**config.mk**
```make
export PLATFORM = sky130hd
export DESIGN_NAME = cpu_dmem_if_flat
export DESIGN_NICKNAME = d
export VERILOG_FILES = /design/src/rtl/cpu_dmem_if_if.sv /design/src/rtl/cpu_dmem_if.sv /design/src/flat_wrapper.sv
export SDC_FILE = /design/constraint.sdc
export NUM_CORES = 1
export LEC_CHECK = 0
export ABC_AREA = 1
export ABC_CLOCK_PERIOD_IN_PS = 1800
export CAP_MARGIN = 0
export CORE_MARGIN = 10
export CORE_UTILIZATION = 42
export DETAILED_ROUTE_END_ITERATION = 6
export GPL_ROUTABILITY_DRIVEN = 1
export MAX_ROUTING_LAYER = met4
export PLACE_DENSITY = 0.81
export SLEW_MARGIN = 5
export SYNTH_ARGS = -nofsm -noshare
export SYNTH_HDL_FRONTEND = slang
export SYNTH_SLANG_ARGS = --single-unit
```
**constraint.sdc**
```tcl
create_clock -name sys_clk -period 1.8 [get_ports sys_clk]
set_clock_uncertainty 0.05 [all_clocks]
set_input_delay 0.36 -clock sys_clk [delete_from_list [all_inputs] [get_ports sys_clk]]
set_output_delay 0.36 -clock sys_clk [all_outputs]
set_load 0.05 [all_outputs]
```
**src/rtl/cpu_dmem_if_if.sv**
```systemverilog
// Memory-stage request/response and pipelined data-bus signals of cpu_dmem_if.
// master: the bus interface block; slave: the memory stage plus the data-bus slave.
interface cpu_dmem_if_if #(
  parameter int ADDR_W = 32
) ();
  logic              cpu_req_in;
  logic              cpu_we_in;
  logic [1:0]        cpu_size_in;
  logic              cpu_uns_in;
  logic [ADDR_W-1:0] cpu_addr_in;
  logic [31:0]       cpu_wdata_in;
  logic              cpu_stall_out;
  logic              cpu_done_out;
  logic              cpu_err_out;
  logic [31:0]       cpu_rdata_out;
  logic              data_cyc_out;
  logic              data_stb_out;
  logic              data_we_out;
  logic [3:0]        data_be_out;
  logic [ADDR_W-1:0] data_addr_out;
  logic [31:0]       data_data_out;
  logic [31:0]       data_data_in;
  logic              data_ack_in;
  logic              data_stall_in;

  modport master (
    input  cpu_req_in, cpu_we_in, cpu_size_in, cpu_uns_in, cpu_addr_in, cpu_wdata_in,
    output cpu_stall_out, cpu_done_out, cpu_err_out, cpu_rdata_out,
    output data_cyc_out, data_stb_out, data_we_out, data_be_out, data_addr_out, data_data_out,
    input  data_data_in, data_ack_in, data_stall_in
  );

  modport slave (
    output cpu_req_in, cpu_we_in, cpu_size_in, cpu_uns_in, cpu_addr_in, cpu_wdata_in,
    input  cpu_stall_out, cpu_done_out, cpu_err_out, cpu_rdata_out,
    input  data_cyc_out, data_stb_out, data_we_out, data_be_out, data_addr_out, data_data_out,
    output data_data_in, data_ack_in, data_stall_in
  );
endinterface

```
**src/rtl/cpu_dmem_if.sv**
```systemverilog
// Single-outstanding load/store bridge from the CPU memory stage to a pipelined Wishbone-style bus:
// lane placement, load extension, misalignment and ack-timeout errors, pipeline stall.
module cpu_dmem_if #(
  parameter int TIMEOUT = 255,
  parameter int ADDR_W  = 32
) (
  input logic           sys_clk,
  input logic           sys_rst,
  cpu_dmem_if_if.master bus
);

  typedef enum logic [1:0] {
    IDLE = 2'd0,
    REQ  = 2'd1,
    WAIT = 2'd2,
    DONE = 2'd3
  } state_t;

  localparam logic [8:0] TO_LIM = 9'(TIMEOUT);

  state_t            state;
  logic [7:0]        cnt;
  logic [1:0]        size_q;
  logic [1:0]        off_q;
  logic              uns_q;
  logic              done_q;
  logic              err_q;
  logic [31:0]       rdata_q;
  logic              cyc_q;
  logic              stb_q;
  logic              we_q;
  logic [3:0]        be_q;
  logic [ADDR_W-1:0] addr_q;
  logic [31:0]       wdata_q;

  logic [1:0]        off;
  logic              misaligned;
  logic [3:0]        lane_be;
  logic [31:0]       lane_data;

  assign off = bus.cpu_addr_in[1:0];

  always_comb begin
    lane_be    = 4'b0000;
    lane_data  = bus.cpu_wdata_in;
    misaligned = 1'b0;
    case (bus.cpu_size_in)
      2'b00: begin
        lane_be   = 4'b0001 << off;
        lane_data = {4{bus.cpu_wdata_in[7:0]}};
      end
      2'b01: begin
        lane_be    = 4'b0011 << {off[1], 1'b0};
        lane_data  = {2{bus.cpu_wdata_in[15:0]}};
        misaligned = off[0];
      end
      2'b10: begin
        lane_be    = 4'b1111;
        misaligned = |off;
      end
      default: misaligned = 1'b1;
    endcase
  end

  function automatic logic [31:0] load_ext(input logic [31:0] d, input logic [1:0] o,
                                           input logic [1:0] sz, input logic uns);
    logic [31:0] s;
    s = d >> {o, 3'b000};
    case (sz)
      2'b00:   load_ext = uns ? {24'h0, s[7:0]}  : {{24{s[7]}}, s[7:0]};
      2'b01:   load_ext = uns ? {16'h0, s[15:0]} : {{16{s[15]}}, s[15:0]};
      default: load_ext = s;
    endcase
  endfunction

  always_ff @(posedge sys_clk or negedge sys_rst) begin
    if (!sys_rst) begin
      state   <= IDLE;
      cnt     <= 8'd0;
      size_q  <= 2'b00;
      off_q   <= 2'b00;
      uns_q   <= 1'b0;
      done_q  <= 1'b0;
      err_q   <= 1'b0;
      rdata_q <= 32'h0;
      cyc_q   <= 1'b0;
      stb_q   <= 1'b0;
      we_q    <= 1'b0;
      be_q    <= 4'b0000;
      addr_q  <= '0;
      wdata_q <= 32'h0;
    end else begin
      case (state)
        IDLE: begin
          if (bus.cpu_req_in) begin
            size_q <= bus.cpu_size_in;
            off_q  <= off;
            uns_q  <= bus.cpu_uns_in;
            if (misaligned) begin
              state   <= DONE;
              done_q  <= 1'b1;
              err_q   <= 1'b1;
              rdata_q <= 32'h0;
            end else begin
              state   <= REQ;
              cyc_q   <= 1'b1;
              stb_q   <= 1'b1;
              we_q    <= bus.cpu_we_in;
              be_q    <= lane_be;
              addr_q  <= {bus.cpu_addr_in[ADDR_W-1:2], 2'b00};
              wdata_q <= lane_data;
            end
          end
        end
        REQ: begin
          if (!bus.data_stall_in) begin
            stb_q <= 1'b0;
            cnt   <= 8'd0;
            if (bus.data_ack_in) begin
              state   <= DONE;
              cyc_q   <= 1'b0;
              done_q  <= 1'b1;
              err_q   <= 1'b0;
              rdata_q <= we_q ? 32'h0 : load_ext(bus.data_data_in, off_q, size_q, uns_q);
            end else begin
              state <= WAIT;
            end
          end
        end
        WAIT: begin
          // An ack in the final counted cycle still completes the access cleanly.
          if (bus.data_ack_in) begin
            state   <= DONE;
            cyc_q   <= 1'b0;
            done_q  <= 1'b1;
            err_q   <= 1'b0;
            rdata_q <= we_q ? 32'h0 : load_ext(bus.data_data_in, off_q, size_q, uns_q);
          end else if (({1'b0, cnt} + 9'd1) == TO_LIM) begin
            state   <= DONE;
            cyc_q   <= 1'b0;
            done_q  <= 1'b1;
            err_q   <= 1'b1;
            rdata_q <= 32'h0;
          end else begin
            cnt <= cnt + 8'd1;
          end
        end
        DONE: begin
          state   <= IDLE;
          cnt     <= 8'd0;
          done_q  <= 1'b0;
          err_q   <= 1'b0;
          rdata_q <= 32'h0;
        end
        default: state <= IDLE;
      endcase
    end
  end

  // Stall is forced low while reset is held, even with a request pending.
  assign bus.cpu_stall_out = sys_rst &&
                             (((state == IDLE) && bus.cpu_req_in) || (state == REQ) || (state == WAIT));
  assign bus.cpu_done_out  = done_q;
  assign bus.cpu_err_out   = err_q;
  assign bus.cpu_rdata_out = rdata_q;
  assign bus.data_cyc_out  = cyc_q;
  assign bus.data_stb_out  = stb_q;
  assign bus.data_we_out   = we_q;
  assign bus.data_be_out   = be_q;
  assign bus.data_addr_out = addr_q;
  assign bus.data_data_out = wdata_q;

endmodule

```
**src/flat_wrapper.sv**
```systemverilog
// flat-port wrapper written by rule: the top's interface ports become plain ports
module cpu_dmem_if_flat 
#(
  parameter int TIMEOUT = 255,
  parameter int ADDR_W  = 32
)
  (sys_clk, sys_rst, bus_cpu_req_in, bus_cpu_we_in, bus_cpu_size_in, bus_cpu_uns_in, bus_cpu_addr_in, bus_cpu_wdata_in, bus_cpu_stall_out, bus_cpu_done_out, bus_cpu_err_out, bus_cpu_rdata_out, bus_data_cyc_out, bus_data_stb_out, bus_data_we_out, bus_data_be_out, bus_data_addr_out, bus_data_data_out, bus_data_data_in, bus_data_ack_in, bus_data_stall_in);
  cpu_dmem_if_if #(.ADDR_W(ADDR_W)) bus_i ();
  input logic sys_clk;
  input logic sys_rst;
  input wire logic [$bits(bus_i.cpu_req_in)-1:0] bus_cpu_req_in;
  input wire logic [$bits(bus_i.cpu_we_in)-1:0] bus_cpu_we_in;
  input wire logic [$bits(bus_i.cpu_size_in)-1:0] bus_cpu_size_in;
  input wire logic [$bits(bus_i.cpu_uns_in)-1:0] bus_cpu_uns_in;
  input wire logic [$bits(bus_i.cpu_addr_in)-1:0] bus_cpu_addr_in;
  input wire logic [$bits(bus_i.cpu_wdata_in)-1:0] bus_cpu_wdata_in;
  output wire logic [$bits(bus_i.cpu_stall_out)-1:0] bus_cpu_stall_out;
  output wire logic [$bits(bus_i.cpu_done_out)-1:0] bus_cpu_done_out;
  output wire logic [$bits(bus_i.cpu_err_out)-1:0] bus_cpu_err_out;
  output wire logic [$bits(bus_i.cpu_rdata_out)-1:0] bus_cpu_rdata_out;
  output wire logic [$bits(bus_i.data_cyc_out)-1:0] bus_data_cyc_out;
  output wire logic [$bits(bus_i.data_stb_out)-1:0] bus_data_stb_out;
  output wire logic [$bits(bus_i.data_we_out)-1:0] bus_data_we_out;
  output wire logic [$bits(bus_i.data_be_out)-1:0] bus_data_be_out;
  output wire logic [$bits(bus_i.data_addr_out)-1:0] bus_data_addr_out;
  output wire logic [$bits(bus_i.data_data_out)-1:0] bus_data_data_out;
  input wire logic [$bits(bus_i.data_data_in)-1:0] bus_data_data_in;
  input wire logic [$bits(bus_i.data_ack_in)-1:0] bus_data_ack_in;
  input wire logic [$bits(bus_i.data_stall_in)-1:0] bus_data_stall_in;
  assign bus_i.cpu_req_in = bus_cpu_req_in;
  assign bus_i.cpu_we_in = bus_cpu_we_in;
  assign bus_i.cpu_size_in = bus_cpu_size_in;
  assign bus_i.cpu_uns_in = bus_cpu_uns_in;
  assign bus_i.cpu_addr_in = bus_cpu_addr_in;
  assign bus_i.cpu_wdata_in = bus_cpu_wdata_in;
  assign bus_cpu_stall_out = bus_i.cpu_stall_out;
  assign bus_cpu_done_out = bus_i.cpu_done_out;
  assign bus_cpu_err_out = bus_i.cpu_err_out;
  assign bus_cpu_rdata_out = bus_i.cpu_rdata_out;
  assign bus_data_cyc_out = bus_i.data_cyc_out;
  assign bus_data_stb_out = bus_i.data_stb_out;
  assign bus_data_we_out = bus_i.data_we_out;
  assign bus_data_be_out = bus_i.data_be_out;
  assign bus_data_addr_out = bus_i.data_addr_out;
  assign bus_data_data_out = bus_i.data_data_out;
  assign bus_i.data_data_in = bus_data_data_in;
  assign bus_i.data_ack_in = bus_data_ack_in;
  assign bus_i.data_stall_in = bus_data_stall_in;
  cpu_dmem_if #(.TIMEOUT(TIMEOUT), .ADDR_W(ADDR_W)) u_core (.sys_clk(sys_clk), .sys_rst(sys_rst), .bus(bus_i));
endmodule
```
[Word-level counts from Yosys, hierarchy flattened]
Index checks and enable logic that the tools add are counted.
Operators by class
  shift-type cells: 3
  bitwise logic cells: 1
  $add $sub $neg: 2
  mux-type cells: 43
  equality and inequality tests: 15
  reduce and logical (&&, ||, !) cells: 18
Operators by type and width (count)
  2-to-1 mux 32 bit: 9
  one-hot mux 32 bit (2 select lines): 2
  one-hot mux 32 bit (4 select lines): 1
  right shift 32 x 5 -> 32 bit: 1
  2-to-1 mux 8 bit: 3
  one-hot mux 8 bit (3 select lines): 1
  2-to-1 mux 1 bit: 15
  inequality test 2 bit, second input constant: 6
  one-hot mux 4 bit (3 select lines): 1
  2-to-1 mux 2 bit: 5
  adder 8 x 1 -> 9 bit, second input constant: 1
  == test 9 x 8 -> 1 bit, second input constant: 1
  adder 8 x 1 -> 8 bit, second input constant: 1
  one-hot mux 1 bit (4 select lines): 2
  one-hot mux 2 bit (4 select lines): 1
  AND reduction 4 bit: 2
  == test 2 x 1 -> 1 bit, second input constant: 3
  == test 2 bit, second input constant: 3
  zero test 2 bit: 3
  one-hot mux 1 bit (3 select lines): 2
  AND reduction 3 bit: 2
  AND reduction 6 bit: 1
  nonzero test 3 bit: 2
  AND reduction 5 bit: 1
  11 further kinds: 13
Word-level totals
  output and inout port bits: 106
  input port bits: 105
  register bits: 118

[Logic depth before layout (Yosys ltp)]
  depth in word-level cells: 7
  mapped depth: 14
  depth with buffers taken out: 13

[Least setup slack after synthesis]
OpenSTA, ideal clock, no wires.
  path type: register to output
  start point: register u_core.state[0]
  end point: output bus_cpu_stall_out
  path slack: -0.443 ns
  cell stages (with the launch flop): 6
  data required time: 1.390 ns
  arrival: 1.833 ns
  path buffers: 1
  path through: dfrtp_1 > inv_1 > ha_1 > clkbuf_1 > inv_1 > a31oi_1
On the way
  cells in the longest elaborated chain, start to end: 5
  elaborated cells between the ends (all ways): 7
RTL lines
  from (decl): RTL line cpu_dmem_if.sv:21  | state_t state;
  from (signal assigned): RTL line cpu_dmem_if.sv:78  | state <= IDLE;
  from (signal assigned): RTL line cpu_dmem_if.sv:100  | state <= DONE;
  from (signal assigned): RTL line cpu_dmem_if.sv:105  | state <= REQ;
  zero test 2 bit: RTL line cpu_dmem_if.sv:162  | (((state == IDLE) && bus.cpu_req_in) || (state == REQ) || (state == WAIT));
  logical AND 1 bit: RTL line cpu_dmem_if.sv:162
  logical OR 1 bit: RTL line cpu_dmem_if.sv:162
  logical OR 1 bit *: RTL line cpu_dmem_if.sv:162
  logical AND 1 bit *: RTL line cpu_dmem_if.sv:161  | assign bus.cpu_stall_out = sys_rst &&
  to (decl): RTL line flat_wrapper.sv:17  | output wire logic [$bits(bus_i.cpu_stall_out)-1:0] bus_cpu_stall_out;
Mark *: on every way between the ends. The rest lies on a longest branch, timed or not.

[Worst setup path in the final report]
  start point: register u_core.cnt[1]
  end point: register u_core.rdata_q[30] (netlist: u_core.bus.cpu_rdata_out[30])
On the way
  cells in the longest elaborated chain, start to end: 4
RTL lines
  from (decl): RTL line cpu_dmem_if.sv:22  | logic [7:0] cnt;
  from (signal assigned): RTL line cpu_dmem_if.sv:145  | cnt <= cnt + 8'd1;
  adder 8 x 1 -> 9 bit: RTL line cpu_dmem_if.sv:138  | end else if (({1'b0, cnt} + 9'd1) == TO_LIM) begin
  == test 9 x 8 -> 1 bit: RTL line cpu_dmem_if.sv:138
  inequality test 3 x 2 -> 1 bit (no line)
  AND reduction 5 bit (no line)
  to (signal assigned): RTL line cpu_dmem_if.sv:124  | rdata_q <= we_q ? 32'h0 : load_ext(bus.data_data_in, off_q, size_q, uns_q);
  to (signal assigned): RTL line cpu_dmem_if.sv:137  | rdata_q <= we_q ? 32'h0 : load_ext(bus.data_data_in, off_q, size_q, uns_q);
  to (decl): RTL line cpu_dmem_if.sv:28  | logic [31:0] rdata_q;
No other way between the ends.
A chain may end at the register's enable or synchronous reset.

==> flow_metrics.tcl <==
set metrics [dict create \
    critPathKind "reg2reg" \
    port_buffers 208 \
    tns_ns -6.138 \
    path_max_fanout 20 \
    powerDensity_mw_per_mm2 2024 \
    first_iter_violations 480 \
    insertion_delay_ns 0.41 \
    setup_violations 84 \
    dp_cells 1212 \
    slowest_stage "dfrtp_1" \
    power.internal_mw 10.23 \
    start_kind "register" \
    synth_area_mm2 0.006220 \
    worst_setup_path_end_kind "register" \
    crit_arrival_ns 2.19 \
    grt_usage 0.2077 \
    io_pins 211 \
    p_comb_frac 0.595 \
    ys_warn_count 0 \
    cts_sinks 118 \
    p_sw_mw 9.812 \
    place_ws_ns -0.3319 \
    antenna_found_initial 0 \
    root_buffer "clkbuf_16" \
    cp_slowest_stage_delay_ns 0.40 \
    chipWidth_um 141.7 \
    first_pass_iters 5 \
    violations "negative hold slack, negative setup slack" \
    grt.overflow.total 0 \
    synth_top_area_frac 0.4748 \
    areaGrowthSynthToFinish_pct 59.18 \
    p_leak_nw 5.064 \
    rows 44 \
    synthAdderAreaFrac 0.01408 \
    postLayoutSetupSlackWorst_ns -0.1373 \
    core_area_mm2 0.01453 \
    synth_compound_area_frac 0.1112 \
    die_h_um 141.7 \
    cts_hold_buf 0 \
    pwr-share-seq 0.232 \
    num_vias 6631 \
    drive_gt1_frac 0.2777 \
    route.detailed.drc 0 \
    timing.final.crit_period_ns 1.937 \
    fmax_mhz 516.2 \
    outcome "complete, but fails checks" \
    hold_path.class "in2async" \
    synthArstFlopShare 1.000 \
    synth_mux_area_frac 0.001811 \
    synth_xor_area_frac 0.001408 \
    clockBufferDepth 2 \
    yosysTopAreaCell "dfrtp_1" \
    ant_nets 0 \
    synth_top_family_by_area "simple AND/OR/NAND/NOR gates" \
    fin_hold_ws_ns -0.01945 \
    grt_pass1_vias 6402 \
    post-route-period-util 1.076 \
    slew_viol_final 0 \
    irDropWorstVdd_mv 1.374 \
    synth.avg_cell_area_um2 7.660 \
    num-nets-final 1190 \
    final_cells 1275 \
    routed_wl_um 22090 \
    synth.top_cells.by_area "dfrtp_1 47%, nand2_1 19%, o21ai_0 4.3%" \
    grt_start_max_net_pins 119 \
    htree_num_levels 4 \
    power_frac_clock 0.174 \
    grt_pass1_wl_um 32760 \
    swShare 0.4896 \
    initial_utilization 0.4279 \
    synth_most_common_cell "nand2_1" \
    ys_seq_elements 118 \
    hpwl_um 14960 \
    diodes 0 \
    cp_cell_sequence "buf_4 -> nand3_1 -> o21bai_1 -> nand3_1 -> nor2_2 -> nand2_2 -> nand2_4 -> nand3_4 -> buf_12 -> nand2_1 -> nand2_1" \
    worstRegToRegCells 11 \
    synth_edf_count 0 \
    die_area_mm2 0.02008 \
    cap_violations 0 \
    gp_congestion 0.9329 \
    cts_tree "done" \
    cts_buffers 17 \
    synthFlopType "dfrtp_1" \
    clk_pin_slew_ns 0.05 \
    tightest_slew_ns 0.6571 \
    worst_ep_required_time_ns 2.05 \
    synth-simple-area-share 0.3122 \
    finalHoldViolations 14 \
    synth_cell_types 37 \
    seq_area_frac_synth 0.4748 \
    vias_per_cell 5.201 \
    maxSlewHeadroom 0.5619 \
    syn_inst 812 \
    rsz0062_at_grt "true" \
    design_area_mm2 0.009901 \
    synthTopCellsByCount "318 x nand2_1, 118 x dfrtp_1, 54 x o21ai_0" \
    wl_per_cell_um 17.32 \
    post_dp_cell_area_mm2 0.008549 \
]
-- layer usage --
| metal | track usage | vias up | wire, um |
|---|---|---|---|
| met3 | 0.07944 | 28 | 2189 |
| li1 | - | 3180 | - |
| met4 | 0.05433 | 0 | 306 |
| met5 | - | - | 0 |
| met1 | 0.2417 | 3097 | 8894 |
| met2 | 0.3306 | 326 | 10700 |
-- area by class of cell --
type	count	area [um^2]
clock buffers	21	460.4
clock inverters	11	150.1
fillers	1151	4633
inverters	55	221.5
multi-input cells	588	3008
flip-flops and latches	118	2953
well taps	184	230.2
repair buffers	297	2872
repair inverters	1	6.256
-- layout by cell type (no fill, tap or decap), types with 11 or more instances in the layout --
cell type / synthesis / layout
nand2_1: 318 / 288
buf_4: 9 / 160
dfrtp_1: 118 / 118
a21oi_1: 27 / 26
inv_1: 50 / 45
nand3_1: 33 / 32
nand4_1: 38 / 38
o21ai_1: 1 / 13
buf_12: 0 / 11
o21ai_0: 54 / 35
a31oi_1: 16 / 15
clkdlybuf4s50_1: 0 / 102
nor2_1: 46 / 45
nand2_2: 7 / 28
clkbuf_16: 0 / 26
-- sequential cells by signal, summed over array words and instances (netlist names) --
signal / count
u_core.bus.cpu_rdata_out: 32
u_core.bus.data_data_out: 32
u_core.bus.data_addr_out: 30
u_core.cnt: 8
u_core.bus.data_be_out: 4
u_core.off_q: 2
u_core.size_q: 2
u_core.state: 2
u_core.bus.cpu_done_out: 1
u_core.bus.cpu_err_out: 1
u_core.bus.data_cyc_out: 1
u_core.bus.data_stb_out: 1
u_core.bus.data_we_out: 1
u_core.uns_q: 1
-- worst paths after layout --
path                                                endpoint                         start  slack, ns
worst max-delay path            u_core.bus.cpu_rdata_out[30]                 u_core.cnt[1]      -0.14
worst min-delay path             u_core.bus.cpu_rdata_out[2]                       sys_rst      -0.02
worst max register to register  u_core.bus.cpu_rdata_out[30]                 u_core.cnt[1]      -0.14
worst min register to register  u_core.bus.data_addr_out[23]  u_core.bus.data_addr_out[23]       0.42
max in group asynchronous          u_core.bus.data_be_out[0]                       sys_rst       1.21
min in group sys_clk            u_core.bus.data_addr_out[23]  u_core.bus.data_addr_out[23]       0.42
-- metrics by stage --
stage | util | power (mW)
floorplan | - | 11.62
global placement | 0.5882 | 15.17
detailed placement | 0.5882 | 15.37
CTS | 0.6487 | 19.48
global route | 0.6812 | 21.14
finish | 0.6812 | 20.04
-- power by group through the flow --
stage / registers [mW] / logic [mW] / clock network, mW
final: 4.64 / 11.9 / 3.48
after global routing: 4.78 / 12.7 / 3.69
after CTS: 4.59 / 11.4 / 3.54
after detailed placement: 4.56 / 10.8 / 0
after global placement: 4.56 / 10.6 / 0
after floorplan: 8.22 / 3.40 / 0
-- repair_timing --
item / CTS / global route
pin swaps: 5 / 9
endpoints found under the setup margin: 38 / 62
buffers inserted: 13 / 6
cloned: 2 / 12
resized for setup: 39 / 72
-- cells by family after synthesis --
| group | after synthesis |
|---|---|
| AND/OR/NAND/NOR | 457 |
| buffers and inverters | 107 |
| other | 1 |
| AO/OA/AOI/OAI | 120 |
| flip-flops | 118 |
| multiplexers | 1 |
| XOR/XNOR | 1 |
| adder cells (fa/ha/maj) | 7 |
-- worst max-delay path, delay by kind of cell (launching register included) --
kind | cells | cell delay, ns
buffers and inverters | 2 | 0.36
and+or+nand+nor | 8 | 0.77
AOI/OAI and AO/OA | 1 | 0.23
DFF | 1 | 0.40
Power figures use the tool's default switching activity.
